File: src/rtl/display_scan_timer.sv
// Time-multiplexed LED digit scanner: one-hot channel enable with run-time dwell and optional blanking gap.
// Latency: all outputs registered; ch_en follows an enable edge by one cycle (start and stop).
// Backpressure: none; enable low parks the scan in IDLE with all channels off.
module display_scan_timer #(
  parameter int NUM_CH    = 2,
  parameter int CNT_W     = 25,
  parameter int BLANK_CYC = 0,
  parameter int IDX_W     = (NUM_CH > 1) ? $clog2(NUM_CH) : 1
) (
  input  logic              clk,
  input  logic              reset,
  input  logic              enable,
  input  logic [CNT_W-1:0]  period,
  output logic [IDX_W-1:0]  ch_idx,
  output logic [NUM_CH-1:0] ch_en,
  output logic              blank,
  output logic              frame_tick
);

  typedef enum logic [1:0] {
    S_IDLE  = 2'd0,
    S_ON    = 2'd1,
    S_BLANK = 2'd2
  } state_t;

  // Terminal count of the blanking gap; unused when blanking is disabled.
  localparam logic [CNT_W-1:0] BLANK_LAST = (BLANK_CYC > 0) ? CNT_W'(BLANK_CYC - 1) : '0;
  localparam logic [IDX_W-1:0] LAST_IDX   = IDX_W'(NUM_CH - 1);

  state_t              state_q, state_d;
  logic [CNT_W-1:0]    cnt_q, cnt_d;
  logic [CNT_W-1:0]    period_q, period_d;
  logic [IDX_W-1:0]    idx_q, idx_d;
  logic [NUM_CH-1:0]   ch_en_q, ch_en_d;
  logic                blank_q, blank_d;
  logic                ft_q, ft_d;

  logic                adv;
  logic                idx_wrap;
  logic [IDX_W-1:0]    idx_nxt;

  function automatic logic [NUM_CH-1:0] onehot(input logic [IDX_W-1:0] idx);
    logic [NUM_CH-1:0] v;
    v = '0;
    for (int i = 0; i < NUM_CH; i++) begin
      if (idx == IDX_W'(i)) v[i] = 1'b1;
    end
    return v;
  endfunction

  // Channel successor with wrap; a single-channel bank wraps on every advance.
  always_comb begin
    idx_wrap = (idx_q == LAST_IDX);
    idx_nxt  = idx_wrap ? '0 : idx_q + 1'b1;
  end

  // Next-state and next-output logic; enable low takes priority over any terminal count.
  always_comb begin
    state_d  = state_q;
    cnt_d    = cnt_q;
    period_d = period_q;
    idx_d    = idx_q;
    ch_en_d  = ch_en_q;
    blank_d  = blank_q;
    ft_d     = 1'b0;
    adv      = 1'b0;

    case (state_q)
      S_IDLE: begin
        ch_en_d = '0;
        blank_d = 1'b0;
        if (enable) begin
          state_d  = S_ON;
          cnt_d    = '0;
          idx_d    = '0;
          period_d = period;
          ch_en_d  = onehot('0);
        end
      end
      S_ON: begin
        if (!enable) begin
          state_d = S_IDLE;
          cnt_d   = '0;
          ch_en_d = '0;
          blank_d = 1'b0;
        end else if (cnt_q == period_q) begin
          cnt_d = '0;
          if (BLANK_CYC == 0) begin
            adv = 1'b1;
          end else begin
            state_d = S_BLANK;
            ch_en_d = '0;
            blank_d = 1'b1;
          end
        end else begin
          cnt_d = cnt_q + 1'b1;
        end
      end
      S_BLANK: begin
        if (!enable) begin
          state_d = S_IDLE;
          cnt_d   = '0;
          ch_en_d = '0;
          blank_d = 1'b0;
        end else if (cnt_q == BLANK_LAST) begin
          cnt_d   = '0;
          state_d = S_ON;
          blank_d = 1'b0;
          adv     = 1'b1;
        end else begin
          cnt_d = cnt_q + 1'b1;
        end
      end
      default: begin
        state_d = S_IDLE;
        cnt_d   = '0;
        ch_en_d = '0;
        blank_d = 1'b0;
      end
    endcase

    // Moving to the next digit re-samples the dwell and flags the frame wrap.
    if (adv) begin
      idx_d    = idx_nxt;
      period_d = period;
      ch_en_d  = onehot(idx_nxt);
      ft_d     = idx_wrap;
    end
  end

  // State and registered outputs; synchronous reset overrides everything.
  always_ff @(posedge clk) begin
    if (reset) begin
      state_q  <= S_IDLE;
      cnt_q    <= '0;
      period_q <= '0;
      idx_q    <= '0;
      ch_en_q  <= '0;
      blank_q  <= 1'b0;
      ft_q     <= 1'b0;
    end else begin
      state_q  <= state_d;
      cnt_q    <= cnt_d;
      period_q <= period_d;
      idx_q    <= idx_d;
      ch_en_q  <= ch_en_d;
      blank_q  <= blank_d;
      ft_q     <= ft_d;
    end
  end

  assign ch_idx     = idx_q;
  assign ch_en      = ch_en_q;
  assign blank      = blank_q;
  assign frame_tick = ft_q;

endmodule
File: config.mk
export PLATFORM = sky130hd
export DESIGN_NAME = display_scan_timer
export DESIGN_NICKNAME = d
export VERILOG_FILES = /design/src/rtl/display_scan_timer.sv
export SDC_FILE = /design/constraint.sdc
export NUM_CORES = 1
export LEC_CHECK = 0
export CORE_MARGIN = 4
export CORE_UTILIZATION = 29
export DETAILED_ROUTE_END_ITERATION = 12
export SETUP_SLACK_MARGIN = 0.5
export SLEW_MARGIN = 0
export SYNTH_ARGS = -nofsm -noshare
export SYNTH_HDL_FRONTEND = slang
export SYNTH_SLANG_ARGS = --single-unit
File: constraint.sdc
create_clock -name clk -period 5.15 [get_ports clk]
set_clock_uncertainty 0.2 [all_clocks]
set_input_delay 1.03 -clock clk [delete_from_list [all_inputs] [get_ports clk]]
set_output_delay 1.03 -clock clk [all_outputs]
set_load 0.005 [all_outputs]
==> impl_metrics.csv <==
group,metric,value,unit
floorplan,chipHeight,102.7,um
floorplan,die_x,102.7,um
sta,maxSlewHeadroom,29.86,%
cells_and_area,seq_area,1101,um2
cells_and_area,design_area,3138,um2
clock_tree,cts_buffers,5,
placement,hpwl,3993,um
cells_and_area,drive_above_1_share,6.472,%
detailed_routing,via_per_inst,4.686,
global_route,grt_max_degree,35,
power,leakage,1.164,nW
global_route,grt_pass1_vias,1865,
sta,tightest_slew,1.052,ns
floorplan,dieArea,10550,um2
floorplan,io_pins,33,
detailed_routing,ant_nets,0,
critical_path,crit_type,"in -> reg",
critical_path,arrival,3.36,ns
clock_tree,path_clk_slew,0.10,ns
yosys,synth-edff-count,0,
global_route,grt_usage,11.07,%
outcome,outcome,"finished clean",
floorplan,initial_core_util,29.84,%
cells_and_area,fillerInstances,871,
cells_and_area,area_delta_synth_final,20.58,%
sta,rsz0062_at_grt,"no",
cells_and_area,multi_input_area,1433,um2
cells_and_area,n_antenna_cell,0,
power,power_density,344.7,nW/um2
yosys,synth_top_cell_by_area,"dfxtp_1",
yosys,ys_ff_latch,55,
min_path,min_path_type,"reg -> reg",
power,finalPower,1.082,mW
yosys,ys_types,41,
yosys,synth.area.top_cells,"dfxtp_1, xnor2_1, mux2i_1",
clock_tree,cts_buffer_depth,2,
clock_tree,h-tree-depth,2,
detailed_routing,drt_first_pass_iters,4,
detailed_routing,routed_wl,5399,um
global_route,grt_pass1_wl,9114,um
sta,setup_viol,0,
yosys,synth.avg_cell_area,9.328,um2
global_route,grt-ovfl-total,0,
sta,finalCritPeriodShare,65.44,%
detailed_routing,post_drt_wl_per_cell,12.95,um
power,ir_worst_vdd,119.1,uV
yosys,netlist_area,2602,um2
clock_tree,post_cts_resized,0,
floorplan,core,8721,um2
yosys,syn_nets,311,
clock_tree,cts_tree,"yes",
floorplan,num_rows,34,
yosys,synth_cells,279,
sta,fin_ws,1.780,ns
yosys,synth-seq-area-share,42.31,%
global_route,grt_antenna_before_repair,0,
sta,setup_tns,0,ns
detailed_routing,vias,1954,
yosys,synth_top_area_share,42.31,%
yosys,synthArstFlopShare,0,%
cells_and_area,final_core_util,35.98,%
cells_and_area,layout.nets,340,
detailed_routing,drc,0,
sta,finalMaxSlewViolations,0,
critical_path,worst_ep_required_time,5.14,ns
yosys,ys_warn_count,0,
clock_tree,cts_setup_buffers,0,
sta,hold_violations,0,
critical_path,crit_path_start_kind,"input pin",
clock_tree,cts.sinks,55,
flow_run,drv_cap,0,
clock_tree,cts_root_buffer,"clkbuf_8",
sta,clock.fmax,0.2967,GHz
critical_path,crit_path_max_fanout,11,
clock_tree,cts.hold.buffers_added,0,
placement,placed_area,3002,um2
placement,pre_cts_ws,1.467,ns
yosys,ys.flop_type,"dfxtp_1",
detailed_routing,drtIter0Drc,104,
sta,fin_crit,3.370,ns
placement,io_buffers,31,
placement,globalplace.congestion,0.8043,
clock_tree,insertion_delay,0.31,ns
critical_path,cp-end-kind,"register",
==> per-layer routing <==
metal | global-route usage (%) | share of wire, % | up-vias | wire length [um]
met2 | 16.78 | 43 | 57 | 2344
met5 | 0 | 0 | - | 0
li1 | - | - | 1008 | -
met1 | 15.65 | 50 | 885 | 2704
met3 | 3.654 | 5.9 | 4 | 316
met4 | 1.793 | 0.63 | 0 | 34
==> cell type report <==
cell class	instances	area share (%)
flip-flops and latches	55	35.09
inverters	2	0.2392
clock buffers	5	2.193
clock inverters	3	2.153
repair buffers	33	10.37
well taps	108	4.306
multi-input cells	211	45.65
==> layout by cell type, fill, tap and decap left out, types with 3 or more instances in the layout <==
master and count:
xnor2_1 30, clkdlybuf4s50_1 31, ha_1 4, mux2i_1 26, and3_1 5, nor2_1 51, a21oi_1 3, nor2b_1 3
nand4_1 7, nand3_1 13, nand2_1 18, dfxtp_1 55, xor2_1 15, a31oi_1 6, clkbuf_8 5
==> logic make-up after synthesis <==
group | count (synthesis) | synth area share [%]
xor gates and xnor gates | 45 | 15.14
adders and majority gates | 4 | 1.923
buffers and inverters | 13 | 2.837
and+or+nand+nor | 117 | 22.45
other | 1 | 0.1441
DFF | 55 | 42.31
AOI/OAI and AO/OA | 18 | 5.192
muxes | 26 | 10.00
==> cell usage after synthesis (3+ instances only) <==
master,count
nor2_1,51
ha_1,4
dfxtp_1,55
xnor2_1,30
xor2_1,15
a21oi_1,3
mux2i_1,26
a31oi_1,6
and3_1,5
nand4_1,7
clkbuf_1,5
nor2b_1,3
nand2_1,18
nand3_1,13
==> stage by stage <==
| step | std cells | hold slack (ns) |
|---|---|---|
| after CTS | 417 | 0.2940 |
| final | 417 | 0.2857 |
| after detailed placement | 409 | 0.2781 |
| after global placement | 409 | 0.2586 |
| after floorplan | 279 | 0.2596 |
| after global routing | 417 | 0.3111 |
==> power breakdown <==
part | total (mW) | switching (mW) | internal (mW) | leakage, nW
logic | 0.252 | 0.132 | 0.120 | 0.651
registers | 0.495 | 0.0323 | 0.462 | 0.448
clock network | 0.335 | 0.142 | 0.194 | 0.0644
total | 1.08 | 0.305 | 0.776 | 1.16
==> registers in the layout (all words and copies together) (netlist names) <==
signal	flops
cnt_q	25
ch_idx	1
ch_en	2
frame_tick	1
state_q	1
period_q	25
==> critical path, stage by stage <==
cell	delay (ns)
clkdlybuf4s50_1	0.58
inv_1	0.11
ha_1	0.36
nand2b_1	0.22
or4_4	0.46
nor2b_2	0.27
nand3_1	0.13
xor2_1	0.15
nor2_1	0.05
==> path summary, 6_finish.rpt <==
| kind | start | slack, ns | cells after the start | to |
|---|---|---|---|---|
| worst min-delay path | ch_en[1]$_SDFFE_PP0P_ | 0.29 | 2 | ch_en[1]$_SDFFE_PP0P_ |
| worst min register to register | ch_en[1]$_SDFFE_PP0P_ | 0.29 | 2 | ch_en[1]$_SDFFE_PP0P_ |
| worst max-delay path | enable | 1.78 | 9 | cnt_q[21]$_SDFFE_PP0P_ |
| worst max register to register | cnt_q[20]$_SDFFE_PP0P_ | 2.52 | 7 | period_q[20]$_SDFFE_PP0P_ |
No activity file was read; power rests on OpenSTA's default activity.
